==> config.mk <==
export PLATFORM = sky130hd
export DESIGN_NAME = cvxif_copro_responder
export DESIGN_NICKNAME = d
export VERILOG_FILES = /design/src/rtl/cvxif_copro_pkg.sv /design/src/rtl/cvxif_copro_decoder.sv /design/src/rtl/cvxif_copro_responder.sv
export SDC_FILE = /design/constraint.sdc
export NUM_CORES = 1
export LEC_CHECK = 0
export ABC_AREA = 1
export BUFFER_PORTS_ARGS = -buffer_cell sky130_fd_sc_hd__buf_2
export CAP_MARGIN = 20
export CORE_ASPECT_RATIO = 1.2
export CORE_UTILIZATION = 42
export CTS_CLUSTER_DIAMETER = 60
export DETAILED_ROUTE_END_ITERATION = 6
export GPL_ROUTABILITY_DRIVEN = 1
export HOLD_SLACK_MARGIN = 0.08
export PLACE_DENSITY_LB_ADDON = 0.08
export SLEW_MARGIN = 0
export SYNTH_ARGS = -nofsm -noshare
export SYNTH_HDL_FRONTEND = slang
export SYNTH_SLANG_ARGS = --single-unit
==> constraint.sdc <==
create_clock -name clk_i -period 8.4 [get_ports clk_i]
set_input_delay 1.68 -clock clk_i [delete_from_list [all_inputs] [get_ports clk_i]]
set_output_delay 1.68 -clock clk_i [all_outputs]
set_load 0.005 [all_outputs]
==> src/rtl/cvxif_copro_pkg.sv <==
// Shared definitions for the CV-X-IF reference coprocessor.
// Holds the custom-0 opcode/funct3 encodings, the operation enum, the
// pending-instruction FIFO entry and the registered result record.
package cvxif_copro_pkg;

    localparam int unsigned CVX_XLEN = 32;
    localparam int unsigned CVX_ID_W = 4;

    localparam logic [6:0] OPCODE_CUSTOM0  = 7'b0001011;
    localparam logic [2:0] F3_CUS_ADD      = 3'b000;
    localparam logic [2:0] F3_CUS_NOP      = 3'b001;
    localparam logic [2:0] F3_CUS_MADD     = 3'b010;
    localparam logic [2:0] F3_CUS_EXC      = 3'b011;
    localparam logic [5:0] EXCCODE_ILLEGAL = 6'd2;

    typedef enum logic [1:0] {
        OP_ADD  = 2'd0,
        OP_NOP  = 2'd1,
        OP_MADD = 2'd2,
        OP_EXC  = 2'd3
    } op_e;

    typedef struct packed {
        logic [CVX_ID_W-1:0] id;
        op_e                 op;
        logic [4:0]          rd;
        logic [CVX_XLEN-1:0] rs1;
        logic [CVX_XLEN-1:0] rs2;
        logic                committed;
        logic                killed;
    } entry_t;

    typedef struct packed {
        logic [CVX_ID_W-1:0] id;
        logic [CVX_XLEN-1:0] data;
        logic [4:0]          rd;
        logic                we;
        logic                exc;
        logic [5:0]          exccode;
    } result_t;

endpackage

==> src/rtl/cvxif_copro_decoder.sv <==
// Combinational decoder for the custom-0 coprocessor instruction set.
// Ports:
//   instr_i      32-bit instruction word
//   accept_o     instruction belongs to this coprocessor
//   writeback_o  accepted instruction will write rd
//   op_o         decoded operation
//   rs_needed_o  source operands required (bit0 = rs1, bit1 = rs2)
//   rd_o         destination register field
module cvxif_copro_decoder
    import cvxif_copro_pkg::*;
(
    input  logic [31:0] instr_i,
    output logic        accept_o,
    output logic        writeback_o,
    output op_e         op_o,
    output logic [1:0]  rs_needed_o,
    output logic [4:0]  rd_o
);

    always_comb begin
        accept_o    = 1'b0;
        writeback_o = 1'b0;
        op_o        = OP_NOP;
        rs_needed_o = '0;
        rd_o        = instr_i[11:7];
        if (instr_i[6:0] == OPCODE_CUSTOM0 && instr_i[31:25] == 7'd0) begin
            case (instr_i[14:12])
                F3_CUS_ADD: begin
                    accept_o    = 1'b1;
                    writeback_o = 1'b1;
                    op_o        = OP_ADD;
                    rs_needed_o = 2'b11;
                end
                F3_CUS_NOP: begin
                    accept_o = 1'b1;
                    op_o     = OP_NOP;
                end
                F3_CUS_MADD: begin
                    accept_o    = 1'b1;
                    writeback_o = 1'b1;
                    op_o        = OP_MADD;
                    rs_needed_o = 2'b11;
                end
                F3_CUS_EXC: begin
                    accept_o    = 1'b1;
                    op_o        = OP_EXC;
                    rs_needed_o = 2'b11;
                end
                default: ;
            endcase
        end
    end

endmodule

==> src/rtl/cvxif_copro_responder.sv <==
// CV-X-IF responder: decodes custom-0 instructions, queues accepted ones
// until the core commits or kills them, executes committed ones in issue
// order and returns results over a valid/ready channel.
// Ports:
//   clk_i, rst_i                 clock, synchronous active-high reset
//   x_issue_*                    issue request/response (valid/ready)
//   x_commit_*                   commit/kill strobe by instruction id
//   x_result_*                   result channel (valid/ready)
module cvxif_copro_responder
    import cvxif_copro_pkg::*;
#(
    parameter int unsigned XLEN              = CVX_XLEN,
    parameter int unsigned IdWidth           = CVX_ID_W,
    parameter int unsigned QueueDepth        = 4,
    parameter int unsigned MultiCycleLatency = 3
) (
    input  logic               clk_i,
    input  logic               rst_i,
    input  logic               x_issue_valid_i,
    output logic               x_issue_ready_o,
    input  logic [31:0]        x_issue_instr_i,
    input  logic [IdWidth-1:0] x_issue_id_i,
    input  logic [XLEN-1:0]    x_issue_rs1_i,
    input  logic [XLEN-1:0]    x_issue_rs2_i,
    input  logic [1:0]         x_issue_rs_valid_i,
    output logic               x_issue_accept_o,
    output logic               x_issue_writeback_o,
    input  logic               x_commit_valid_i,
    input  logic [IdWidth-1:0] x_commit_id_i,
    input  logic               x_commit_kill_i,
    output logic               x_result_valid_o,
    input  logic               x_result_ready_i,
    output logic [IdWidth-1:0] x_result_id_o,
    output logic [XLEN-1:0]    x_result_data_o,
    output logic [4:0]         x_result_rd_o,
    output logic               x_result_we_o,
    output logic               x_result_exc_o,
    output logic [5:0]         x_result_exccode_o
);

    // entry_t/result_t are sized from the package widths, so XLEN and
    // IdWidth must stay at their package defaults.
    localparam int unsigned PtrW = $clog2(QueueDepth);
    localparam int unsigned CntW = $clog2(MultiCycleLatency + 1);
    localparam logic [CntW-1:0] CNT_LOAD = CntW'(MultiCycleLatency - 1);
    localparam logic [PtrW:0]   FULL_CNT = (PtrW + 1)'(QueueDepth);

    typedef enum logic [1:0] {S_IDLE, S_BUSY, S_RESP} state_e;

    state_e              state_q, state_d;
    logic [CntW-1:0]     cnt_q, cnt_d;
    result_t             res_q, res_d;
    entry_t              mem_q [QueueDepth];
    logic [QueueDepth-1:0] vld_q;
    logic [PtrW-1:0]     wr_ptr_q, rd_ptr_q;
    logic [PtrW:0]       count_q;
    logic                full;
    logic                push, pop;
    entry_t              new_entry, head;
    logic                commit_hit_new;

    logic       dec_accept, dec_writeback;
    op_e        dec_op;
    logic [1:0] dec_needed;
    logic [4:0] dec_rd;

    cvxif_copro_decoder u_decoder (
        .instr_i     (x_issue_instr_i),
        .accept_o    (dec_accept),
        .writeback_o (dec_writeback),
        .op_o        (dec_op),
        .rs_needed_o (dec_needed),
        .rd_o        (dec_rd)
    );

    function automatic result_t make_result(input entry_t e);
        result_t r;
        r.id   = e.id;
        r.rd   = e.rd;
        if (e.op == OP_EXC) begin
            r.data    = '0;
            r.we      = 1'b0;
            r.exc     = 1'b1;
            r.exccode = EXCCODE_ILLEGAL;
        end else begin
            r.data    = e.rs1 + e.rs2;
            r.we      = 1'b1;
            r.exc     = 1'b0;
            r.exccode = '0;
        end
        return r;
    endfunction

    // Full is taken from the registered occupancy, so a pop only frees
    // its slot for issue in the following cycle.
    assign full                = (count_q == FULL_CNT);
    assign x_issue_accept_o    = dec_accept;
    assign x_issue_writeback_o = dec_writeback;
    assign x_issue_ready_o     = !rst_i && !full &&
                                 (!dec_accept || ((x_issue_rs_valid_i & dec_needed) == dec_needed));
    assign push                = x_issue_valid_i && x_issue_ready_o && dec_accept;
    assign head                = mem_q[rd_ptr_q];

    // A commit arriving with the issue of the same id applies to the new entry.
    assign commit_hit_new = x_commit_valid_i && (x_commit_id_i == x_issue_id_i);

    always_comb begin
        new_entry           = '0;
        new_entry.id        = x_issue_id_i;
        new_entry.op        = dec_op;
        new_entry.rd        = dec_rd;
        new_entry.rs1       = x_issue_rs1_i;
        new_entry.rs2       = x_issue_rs2_i;
        new_entry.committed = commit_hit_new;
        new_entry.killed    = commit_hit_new && x_commit_kill_i;
    end

    always_comb begin
        state_d = state_q;
        cnt_d   = cnt_q;
        res_d   = res_q;
        pop     = 1'b0;
        case (state_q)
            S_IDLE: begin
                if (vld_q[rd_ptr_q] && head.committed) begin
                    if (head.killed || head.op == OP_NOP) begin
                        pop = 1'b1;
                    end else if (head.op == OP_MADD) begin
                        cnt_d   = CNT_LOAD;
                        state_d = S_BUSY;
                    end else begin
                        res_d   = make_result(head);
                        state_d = S_RESP;
                    end
                end
            end
            S_BUSY: begin
                if (cnt_q == '0) begin
                    res_d   = make_result(head);
                    state_d = S_RESP;
                end else begin
                    cnt_d = cnt_q - 1'b1;
                end
            end
            S_RESP: begin
                if (x_result_ready_i) begin
                    pop     = 1'b1;
                    state_d = S_IDLE;
                end
            end
            default: state_d = S_IDLE;
        endcase
    end

    always_ff @(posedge clk_i) begin
        if (rst_i) begin
            state_q  <= S_IDLE;
            cnt_q    <= '0;
            res_q    <= '0;
            wr_ptr_q <= '0;
            rd_ptr_q <= '0;
            count_q  <= '0;
            vld_q    <= '0;
        end else begin
            state_q <= state_d;
            cnt_q   <= cnt_d;
            res_q   <= res_d;
            if (push) wr_ptr_q <= wr_ptr_q + 1'b1;
            if (pop)  rd_ptr_q <= rd_ptr_q + 1'b1;
            case ({push, pop})
                2'b10:   count_q <= count_q + 1'b1;
                2'b01:   count_q <= count_q - 1'b1;
                default: count_q <= count_q;
            endcase
            for (int unsigned i = 0; i < QueueDepth; i++) begin
                if (pop && PtrW'(i) == rd_ptr_q)  vld_q[i] <= 1'b0;
                if (push && PtrW'(i) == wr_ptr_q) vld_q[i] <= 1'b1;
            end
        end
    end

    always_ff @(posedge clk_i) begin
        for (int unsigned i = 0; i < QueueDepth; i++) begin
            if (push && PtrW'(i) == wr_ptr_q) begin
                mem_q[i] <= new_entry;
            end else if (x_commit_valid_i && vld_q[i] && mem_q[i].id == x_commit_id_i) begin
                mem_q[i].committed <= 1'b1;
                mem_q[i].killed    <= x_commit_kill_i;
            end
        end
    end

    assign x_result_valid_o   = (state_q == S_RESP);
    assign x_result_id_o      = res_q.id;
    assign x_result_data_o    = res_q.data;
    assign x_result_rd_o      = res_q.rd;
    assign x_result_we_o      = res_q.we;
    assign x_result_exc_o     = res_q.exc;
    assign x_result_exccode_o = res_q.exccode;

endmodule

==> results by group, run 1 <==
Final layout
  • Most common cell after layout, fill and taps aside: nand2_1
  • Area growth, synth to finish: 13.97%
  • Finished Layout Cells: 2368
  • Share of layout cells above drive strength 1: 0.1276
  • Commonest cells after routing, fill and taps aside: nand2_1 (357), edfxtp_1 (307), nor2_1 (211), o21ai_0 (164), inv_1 (162)
  • # fillers: 3664
  • Nets: 1968
  • Number of diodes: 0
  • Fin util: 0.4880

Synthesis
  • Synth Warn #: 0
  • Post-synthesis sequential area ratio: 0.6245
  • Cell area after synthesis: 0.01672 mm²
  • Cell taking the most area after synthesis: edfxtp_1
  • Synth top area cells: edfxtp_1 (55%), nand2_1 (8.0%), dfxtp_1 (7.3%)
  • Yosys cell types: 39
  • Post-synth top area share: 0.5514
  • Count of flip-flops with a built-in enable after synthesis: 307
  • #FFs+latches synth: 368
  • Cells after Synth: 1681
  • Main synth FF type: edfxtp_1
  • Post-synth ARST share: 0
  • Avg Cell Area, Syn: 9.946 µm²

Clocking
  • CTS max path bufs: 3
  • Worst-Skew Late Latency: 0.55 ns
  • CTS tree: yes
  • CTS buffer count: 38
  • Clock Sinks: 368
  • CTS root buf: clkbuf_16
  • Hold buffers post-CTS: 0
  • Max H-tree Level: 2
  • CTS clk-pin slew, worst paths: 0.06 ns
  • Setup Buffers After CTS: 0
  • Post-CTS sizing: 0

Setup path
  • Critical Path End Type: output pin
  • Crit. Startpoint: rst_i
  • Critical Path RT: 6.72 ns
  • Worst flop-to-flop path endpoint: x_result_data_o[16]
  • Reg2reg path depth: 14
  • CP Launch Type: input pin
  • Critical path class: input pin to output pin
  • Arr. time, crit path: 3.37 ns
  • Crit path capture: x_issue_ready_o
  • Reg-to-reg slack, setup: 3.58 ns
  • Worst Path Max Fanout: 47

STA
  • Worst Skew: 0.02252 ns
  • Post-route minimum period: 5.053 ns
  • Max-slew violations: 0
  • Final hold vios: 0
  • # setup viols final: 0
  • Slew headroom: 0.2668
  • Setup TNS: 0 ns
  • Fmax: 0.1979 GHz
  • Fin crit share: 0.6016
  • Worst-Margin Slew: 1.100 ns
  • RSZ-0062 raised after global routing: false

Place
  • Port bufs: 149
  • Placer congestion estimate: 0.8490
  • # placed instances: 2299
  • DP HPWL: 25860 µm

Detailed routing
  • Antenna Nets Post-Route: 0
  • 1st-pass router iterations: 5
  • DRC viols: 0
  • Detailed-route wire length: 40630 µm
  • Total number of vias: 11990
  • Avg WL per Cell: 17.16 µm
  • Iter 0 DRT Violations: 744
  • Via density: 5.062

Die
  • Num ports: 165
  • Initial core utilization: 0.4282
  • Die area: 0.04061 mm²
  • Core area: 0.03904 mm²
  • Site row count: 79
  • Die Ht: 220.6 µm
  • Horiz. Die Dim: 184.1 µm

Run status
  • Status: finished, final reports clean

Global routing
  • First-pass GRT wire length: 62390 µm
  • GRT Total Usage: 0.2026
  • Antenna violations before repair: 0
  • Largest net degree at the start of global routing: 97
  • Gr ovfl total: 0
  • Vias in the first global route: 11380

Run
  • Max-cap viol count: 0

Pwr
  • Total power draw: 0.003625 W
  • IR Drop Worst-Case VDD: 0.1768 mV
  • P_leak: 7.597 nW
  • P per Cell Area: 190.3 mW/mm²

Hold path
  • Hold Crit Class: register to register
-- final cells by class --
cell class / instances / area (µm²) / share of cell area
flip-flops and latches: 368 / 10450 / 0.5482
multi-input cells: 1078 / 5331 / 0.2798
clock buffers: 48 / 1010 / 0.05299
repair buffers: 159 / 820.8 / 0.04308
well taps: 526 / 658.1 / 0.03454
inverters: 168 / 634.4 / 0.03329
clock inverters: 21 / 153.9 / 0.008077
-- kinds of logic after synthesis --
logic type / synth area share
other: 0.0002243
and+or+nand+nor: 0.1652
AOI/OAI and AO/OA: 0.1095
DFF: 0.6245
buffers and inverters: 0.05755
adders and majority gates: 0.03308
xor gates and xnor gates: 0.009954
-- power by group --
group          internal (W)  switching [W]  leakage [nW]   total, W
Clock              0.000915       0.000679         0.572    0.00159
Sequential          0.00197  0.00000000820          3.26    0.00197
Combinational     0.0000217      0.0000365          3.76  0.0000582
Total               0.00291       0.000716          7.60    0.00362
-- critical path: stages --
cell,delay [ns]
buf_2,0.81
inv_1,0.46
nand3_1,0.23
inv_1,0.06
buf_2,0.12
-- how the worst min path moves through the flow --
| stage | from | slack (ns) | to | cells after the start |
|---|---|---|---|---|
| 2_1_floorplan | cnt_q[1] | 0.43 | cnt_q[1] | 2 |
| 3_3_place_gp | x_result_data_o[17] | 0.45 | x_result_data_o[17] | 2 |
| 3_5_place_dp | vld_q[2] | 0.45 | vld_q[2] | 2 |
| 4_1_cts | vld_q[2] | 0.46 | vld_q[2] | 2 |
| 5_1_grt | vld_q[2] | 0.48 | vld_q[2] | 2 |
| 6_report | vld_q[2] | 0.46 | vld_q[2] | 2 |
-- synth_stat cells (10+ instances only) --
library cell  instances
clkbuf_1             48
a21oi_1              75
buf_2                10
nand4_1              17
dfxtp_1              61
ha_1                 41
nor2_1              211
nand2_1             357
inv_1               166
edfxtp_1            307
o21ai_0             164
o22ai_1              73
xor2_1               10
nand3_1              63
-- stage by stage --
step	area, µm²	worst slack [ns]	hold slack [ns]
final	19050	3.347	0.4582
after global routing	19050	3.161	0.4764
after CTS	19050	3.293	0.4621
after detailed placement	17890	3.019	0.4525
after global placement	17890	3.029	0.4504
after floorplan	16730	3.759	0.4332
-- flip-flops by register name, indices dropped and copies added, names as in the netlist, 3 cells and up, named ones only --
| register | flops |
|---|---|
| mem_q | 308 |
| x_result_rd_o | 5 |
| x_result_data_o | 32 |
| count_q | 3 |
| x_result_id_o | 4 |
| vld_q | 4 |
-- routing by layer --
layer / global-route usage / up-vias / wire, µm
met3: 0.03127 / 47 / 1810
met1: 0.2645 / 5680 / 18460
met4: 0.06611 / 0 / 801
li1: - / 6015 / -
met2: 0.3449 / 245 / 19560
met5: 0 / - / 0
(Power assumes the default switching activity.)
==> inputs of run 2 (changes only) <==
clock period = 4.55 ns   (was 8.4 ns; I/O delays follow)
==> run 2 against run 1 <==
Non-clock buffer count increased by 7. First-iteration DRC count decreased by 14%. Critical path type is now register to register. Clock-buffer cell count increased by 6. Critical endpoint is now x_result_data_o[14]. Design area increased by 1.6%. Highest routed layer is now met5. Sequential power increased by 85%. Critical path depth increased by 9. Power increased by 93%. Flip-flop and latch count unchanged. Via count increased by 0.39%. Register-to-register slack got worse by 2.5 ns. Clock skew decreased by 0.011 ns. Worst setup slack got worse by 2.3 ns.
==> results by group, run 2 (synthesized netlist as in run 1, its figures left out) <==
Run status
  • Status: finished, final reports clean

Die
  • Site row count: 79 (unchanged)
  • Horiz. Die Dim: 184.1 µm (unchanged)
  • Num ports: 165 (unchanged)
  • Die Ht: 220.6 µm (unchanged)
  • Die area: 0.04061 mm² (unchanged)
  • Core area: 0.03904 mm² (unchanged)
  • Initial core utilization: 0.4282 (unchanged)

Pwr
  • P per Cell Area: 360.6 mW/mm² (+90%)
  • IR Drop Worst-Case VDD: 0.2381 mV (+35%)
  • Flop pwr share: 0.522 (-0.022)
  • Clock power share: 0.463 (+0.023)
  • Sw frac: 0.1885 (-0.009056)
  • Pint: 0.005663 W (+95%)
  • Net Switching: 0.001315 W (+84%)
  • Logic pwr share: 0.016 (about the same)
  • P_leak: 7.738 nW (+1.9%)

Place
  • # placed instances: 2306 (+0.30%)
  • DP HPWL: 26470 µm (+2.4%)
  • Placer congestion estimate: 0.8506 (+0.19%)
  • Port bufs: 149 (unchanged)

Clocking
  • CTS root buf: clkbuf_16
  • Clock Sinks: 368 (unchanged)
  • CTS clk-pin slew, worst paths: 0.06 ns (about the same)
  • Max H-tree Level: 2 (unchanged)
  • Worst-Skew Late Latency: 0.53 ns (-0.02 ns)
  • CTS buffer count: 39 (+2.6%)
  • CTS tree: yes
  • Post-CTS sizing: 0 (unchanged)
  • Hold buffers post-CTS: 0 (unchanged)
  • CTS max path bufs: 3 (unchanged)
  • Setup Buffers After CTS: 0 (unchanged)

Final layout
  • Finished Layout Cells: 2372 (+0.17%)
  • Number of diodes: 0 (unchanged)
  • Share of layout cells above drive strength 1: 0.1349 (+0.007308)
  • Nets: 1976 (+0.41%)
  • # fillers: 3677 (+0.35%)
  • Max FFs per register: 308 (unchanged)
  • Most common cell after layout, fill and taps aside: nand2_1
  • Commonest cells after routing, fill and taps aside: nand2_1 (357), edfxtp_1 (307), nor2_1 (211), o21ai_0 (164), inv_1 (162)
  • Area growth, synth to finish: 15.75%
  • Largest reg by FF count: mem_q

STA
  • Worst-Margin Slew: 0.9707 ns (-0.1291 ns)
  • Final hold vios: 0 (unchanged)
  • Slew headroom: 0.3529 (+0.08604)
  • Fin crit share: 0.7619
  • Setup TNS: 0 ns (unchanged)
  • Max-slew violations: 0 (unchanged)
  • Worst Skew: 0.01128 ns (-0.01124 ns)
  • Post-route minimum period: 3.466 ns
  • Fmax: 0.2885 GHz
  • # setup viols final: 0 (unchanged)
  • RSZ-0062 raised after global routing: false

Detailed routing
  • 1st-pass router iterations: 5 (unchanged)
  • Via density: 5.073 (+0.22%)
  • Antenna Nets Post-Route: 0 (unchanged)
  • Detailed-route wire length: 41380 µm (+1.8%)
  • Total number of vias: 12030 (+0.39%)
  • Avg WL per Cell: 17.45 µm (+1.7%)
  • DRC viols: 0 (unchanged)
  • Iter 0 DRT Violations: 643 (-14%)

Hold path
  • Hold_sp: x_result_data_o[22]
  • Hold Crit Class: register to register
  • Hold endpoint: x_result_data_o[22]
  • Hold path depth: 2 (unchanged)

Global routing
  • Largest net degree at the start of global routing: 78 (-20%)
  • GRT Total Usage: 0.2057 (+0.003166)
  • Antenna violations before repair: 1 (+1)
  • Vias in the first global route: 11640 (+2.3%)
  • First-pass GRT wire length: 63730 µm (+2.1%)
  • Gr ovfl total: 0 (unchanged)

Setup path
  • Critical Path End Type: register
  • Critical Path RT: 4.98 ns (-1.74 ns)
  • CP Launch Type: register
  • Worst flop-to-flop path endpoint: x_result_data_o[14]
  • Critical path class: register to register
  • Worst Path Max Fanout: 77 (+64%)
  • Reg2reg path depth: 14 (unchanged)
  • Reg-to-reg slack, setup: 1.08 ns (-2.50 ns)
  • Arr. time, crit path: 3.89 ns (+0.52 ns)

Run
  • Max-cap viol count: 0 (unchanged)
==> run 2: area by class of cell <==
cell class                 instances  area (µm²)  share of cell area
inverter                         168       633.1             0.03272
clock buffer                      54        1146             0.05923
multi-input combinational       1078        5331              0.2755
timing repair buffer             166       973.4             0.05030
tap                              526       658.1             0.03401
clock inverter                    12       163.9            0.008470
sequential                       368       10450              0.5398
==> run 2: routing by layer <==
layer	share of wire	GRT usage	routed length [µm]
met3	0.045	0.03341	1880
met2	0.48	0.3562	19980
met4	0.025	0.06806	1034
met5	0.00039	0	16
met1	0.45	0.2621	18470
==> run 2: worst max path at each step <==
stage                              startpoint                  end  slack (ns)  depth (start not counted)
final                                register  x_result_data_o[14]        1.08                         14
after global routing                 register  x_result_data_o[29]        0.79                         14
after CTS                            register  x_result_data_o[16]        1.11                         12
after detailed placement             register  x_result_data_o[16]        1.14                         12
after global placement    x_issue_instr_i[14]          mem_q[0][0]        1.16                         12
after floorplan           x_issue_instr_i[30]          mem_q[1][0]        0.68                         10
==> run 2: stage by stage <==
stage	setup WS [ns]	util	power (W)	hold slack, ns	area, µm²
after floorplan	0.6791	-	0.003745	0.4332	16730
after global placement	1.163	0.4621	0.003817	0.4466	18040
after detailed placement	1.141	0.4621	0.003822	0.4540	18040
after CTS	1.109	0.4956	0.007039	0.4630	19350
after global routing	0.7901	0.4956	0.007185	0.4779	19350
final	1.084	0.4956	0.006978	0.4615	19350
==> run 2: power by group through the flow <==
stage               clock (W)  combinational [W]  sequential [W]
floorplan                   0          0.0000299         0.00372
global placement            0           0.000105         0.00371
detailed placement          0           0.000109         0.00371
CTS                   0.00329           0.000109         0.00364
global route          0.00343           0.000121         0.00364
finish                0.00323           0.000109         0.00364
==> run 2: critical path: stages, from the launching register on <==
cell and delay [ns]:
dfxtp_2 0.34, buf_4 0.74, o21ai_0 0.22, o22ai_1 0.35
ha_1 0.35, nand2_1 0.14, inv_1 0.05, nand2_1 0.08
nand3_1 0.14, nand2_1 0.10, nand2_1 0.14, xnor2_1 0.40
o21ai_0 0.16, nand2_1 0.07, inv_1 0.04
==> inputs of run 3 (changes only) <==
clock period = 2.85 ns   (was 4.55 ns; I/O delays follow)
==> run 3 against run 2 <==
Design area increased by 5.3%. Via count up 3.0%. First-iteration DRC count rose by 7.5%. Non-clock buffer count up 49. Sequential power increased by 60%. Largest cell class unchanged.
==> results by group, run 3 (synthesized netlist as in run 1, its figures left out) <==
Detailed routing
  • Iter 0 DRT Violations: 691 (+7.5%)
  • DRC viols: 0 (unchanged)
  • Antenna Nets Post-Route: 0 (unchanged)
  • 1st-pass router iterations: 5 (unchanged)
  • Via density: 5.095 (+0.43%)
  • Detailed-route wire length: 43330 µm (+4.7%)
  • Avg WL per Cell: 17.81 µm (+2.1%)
  • Total number of vias: 12400 (+3.0%)

Setup path
  • Worst Path Max Fanout: 15 (-81%)
  • Arr. time, crit path: 3.14 ns (-0.75 ns)
  • Critical Path End Type: register
  • CP Launch Type: register
  • Critical Path RT: 3.25 ns (-1.73 ns)
  • Critical path class: register to register

Place
  • DP HPWL: 27570 µm (+4.2%)
  • Port bufs: 149 (unchanged)
  • Dpl ws: -0.01776 ns (-1.159 ns)
  • # placed instances: 2336 (+1.3%)
  • DP Area: 0.01843 mm² (+2.2%)
  • Placer congestion estimate: 0.8450 (-0.66%)

Final layout
  • Most common cell after layout, fill and taps aside: nand2_1
  • # fillers: 3617 (-1.6%)
  • Commonest cells after routing, fill and taps aside: nand2_1 (345), edfxtp_1 (307), nor2_1 (202), inv_1 (158)
  • Final Instance Area: 0.02038 mm² (+5.3%)
  • Area taken by multi-input logic gates: 0.005634 mm² (+5.7%)
  • Finished Layout Cells: 2433 (+2.6%)
  • Number of diodes: 0 (unchanged)
  • Register area: 0.01045 mm² (about the same)
  • Max FFs per register: 308 (unchanged)
  • Largest reg by FF count: mem_q
  • Share of layout cells above drive strength 1: 0.1930 (+0.05809)
  • Nets: 2029 (+2.7%)
  • Area growth, synth to finish: 21.91%

STA
  • RSZ-0062 raised after global routing: true
  • Worst Skew: 0.01655 ns (+0.005270 ns)
  • # setup viols final: 0 (unchanged)
  • Final worst slack: 0.1075 ns (-0.9761 ns)
  • Fmax: 0.3646 GHz (+26%)
  • Max-slew violations: 0 (unchanged)
  • Post-route minimum period: 2.743 ns (-0.7239 ns)
  • Setup TNS: 0 ns (unchanged)
  • Hold WS: 0.2405 ns (-0.2210 ns)
  • Fin crit share: 0.9623 (+0.2004)
  • Slew headroom: 0.4826 (+0.1297)
  • Final hold vios: 0 (unchanged)
  • Worst-Margin Slew: 0.7753 ns (-0.1954 ns)

Pwr
  • Sw frac: 0.1964 (+0.007901)
  • P per Cell Area: 549.4 mW/mm² (+52%)
  • Net Switching: 0.002199 W (+67%)
  • IR Drop Worst-Case VDD: 0.4464 mV (+88%)
  • Pint: 0.008999 W (+59%)
  • Clock power share: 0.465 (+0.002)
  • Flop pwr share: 0.519 (-0.003)
  • P_leak: 8.093 nW (+4.6%)
  • Logic pwr share: 0.016 (about the same)

Die
  • Num ports: 165 (unchanged)
  • Die Ht: 220.6 µm (unchanged)
  • Initial core utilization: 0.4282 (unchanged)
  • Site row count: 79 (unchanged)
  • Die area: 0.04061 mm² (unchanged)
  • Core area: 0.03904 mm² (unchanged)
  • Horiz. Die Dim: 184.1 µm (unchanged)

Clocking
  • CTS buffer count: 42 (+7.7%)
  • CTS max path bufs: 3 (unchanged)
  • CTS root buf: clkbuf_16
  • Max H-tree Level: 2 (unchanged)
  • CTS clk-pin slew, worst paths: 0.06 ns (about the same)
  • CTS tree: yes
  • Worst-Skew Late Latency: 0.54 ns (about the same)
  • Clock Sinks: 368 (unchanged)

Hold path
  • Hold Crit Class: input pin to register

Global routing
  • First-pass GRT wire length: 65000 µm (+2.0%)
  • Gr ovfl total: 0 (unchanged)
  • Vias in the first global route: 11930 (+2.5%)
  • GRT Total Usage: 0.2090 (+0.003299)
  • Antenna violations before repair: 1 (unchanged)
  • Largest net degree at the start of global routing: 60 (-23%)

Run
  • Max-cap viol count: 0 (unchanged)

Run status
  • Status: finished, final reports clean
## run 3: cell types whose count changed in the layout (fill, tap and decap cells not counted), moves of 12 or more
cell / before / now
buf_4: 9 / 36
o21ai_0: 164 / 149
o21ai_1: 0 / 15
a21oi_1: 75 / 63
a21oi_2: 8 / 20
buf_12: 8 / 20
nand2_1: 357 / 345
nand2_2: 1 / 13
## run 3: cell type report
cell class,instances,area share
inverters,168,0.03303
multi-input cells,1079,0.2764
clock buffers,63,0.05906
repair buffers,215,0.07987
clock inverters,14,0.006692
well taps,526,0.03229
flip-flops and latches,368,0.5126
## run 3: what timing repair did
| item | 4_1_cts | 5_1_grt |
|---|---|---|
| cloned | 0 | 8 |
| pin swaps | 0 | 28 |
| endpoints found under the setup margin | 2 | 23 |
| gates resized for setup | 1 | 99 |
| hold buffers | 0 | 0 |
| setup buffers | 0 | 12 |
## run 3: critical path: stages, from the launching register on
cell and delay (ns):
dfxtp_4 0.40, buf_6 0.15, clkbuf_16 0.18, o21ai_0 0.21, o22ai_1 0.13, ha_2 0.39, nand2_1 0.11, nor2_1 0.20
and3_1 0.18, nand2_1 0.07, nand2_2 0.13, nand2_1 0.08, nand2_1 0.06, nand2_1 0.04, nand3_1 0.17, a21oi_1 0.08
## run 3: power by group through the flow
stage | Sequential (W) | Combinational (W) | Clock [W]
after detailed placement | 0.00593 | 0.000180 | 0
after floorplan | 0.00593 | 0.0000498 | 0
after global placement | 0.00593 | 0.000173 | 0
after global routing | 0.00581 | 0.000201 | 0.00553
final | 0.00581 | 0.000181 | 0.00520
after CTS | 0.00581 | 0.000180 | 0.00532
## run 3: per-layer routing
layer	track usage	part of all wire
met1	0.2664	0.45
met2	0.3673	0.49
met3	0.03193	0.044
met4	0.06056	0.022
met5	0	0.00030
## run 3: path summary, 6_finish.rpt
path / startpoint / to / slack (ns) / cells past startpoint
setup reg to reg: register / x_result_data_o[21] / 0.11 / 15
setup / recovery: register / x_result_data_o[21] / 0.11 / 15
hold / removal: x_issue_rs1_i[25] / mem_q[2][59] / 0.24 / 1
hold reg to reg: cnt_q[1] / cnt_q[1] / 0.46 / 2
## run 3: through the flow
step	power, W	util
5_1_grt	0.01154	0.5220
6_report	0.01120	0.5220
2_1_floorplan	0.005981	-
3_3_place_gp	0.006100	0.4721
3_5_place_dp	0.006107	0.4721
4_1_cts	0.01131	0.5066
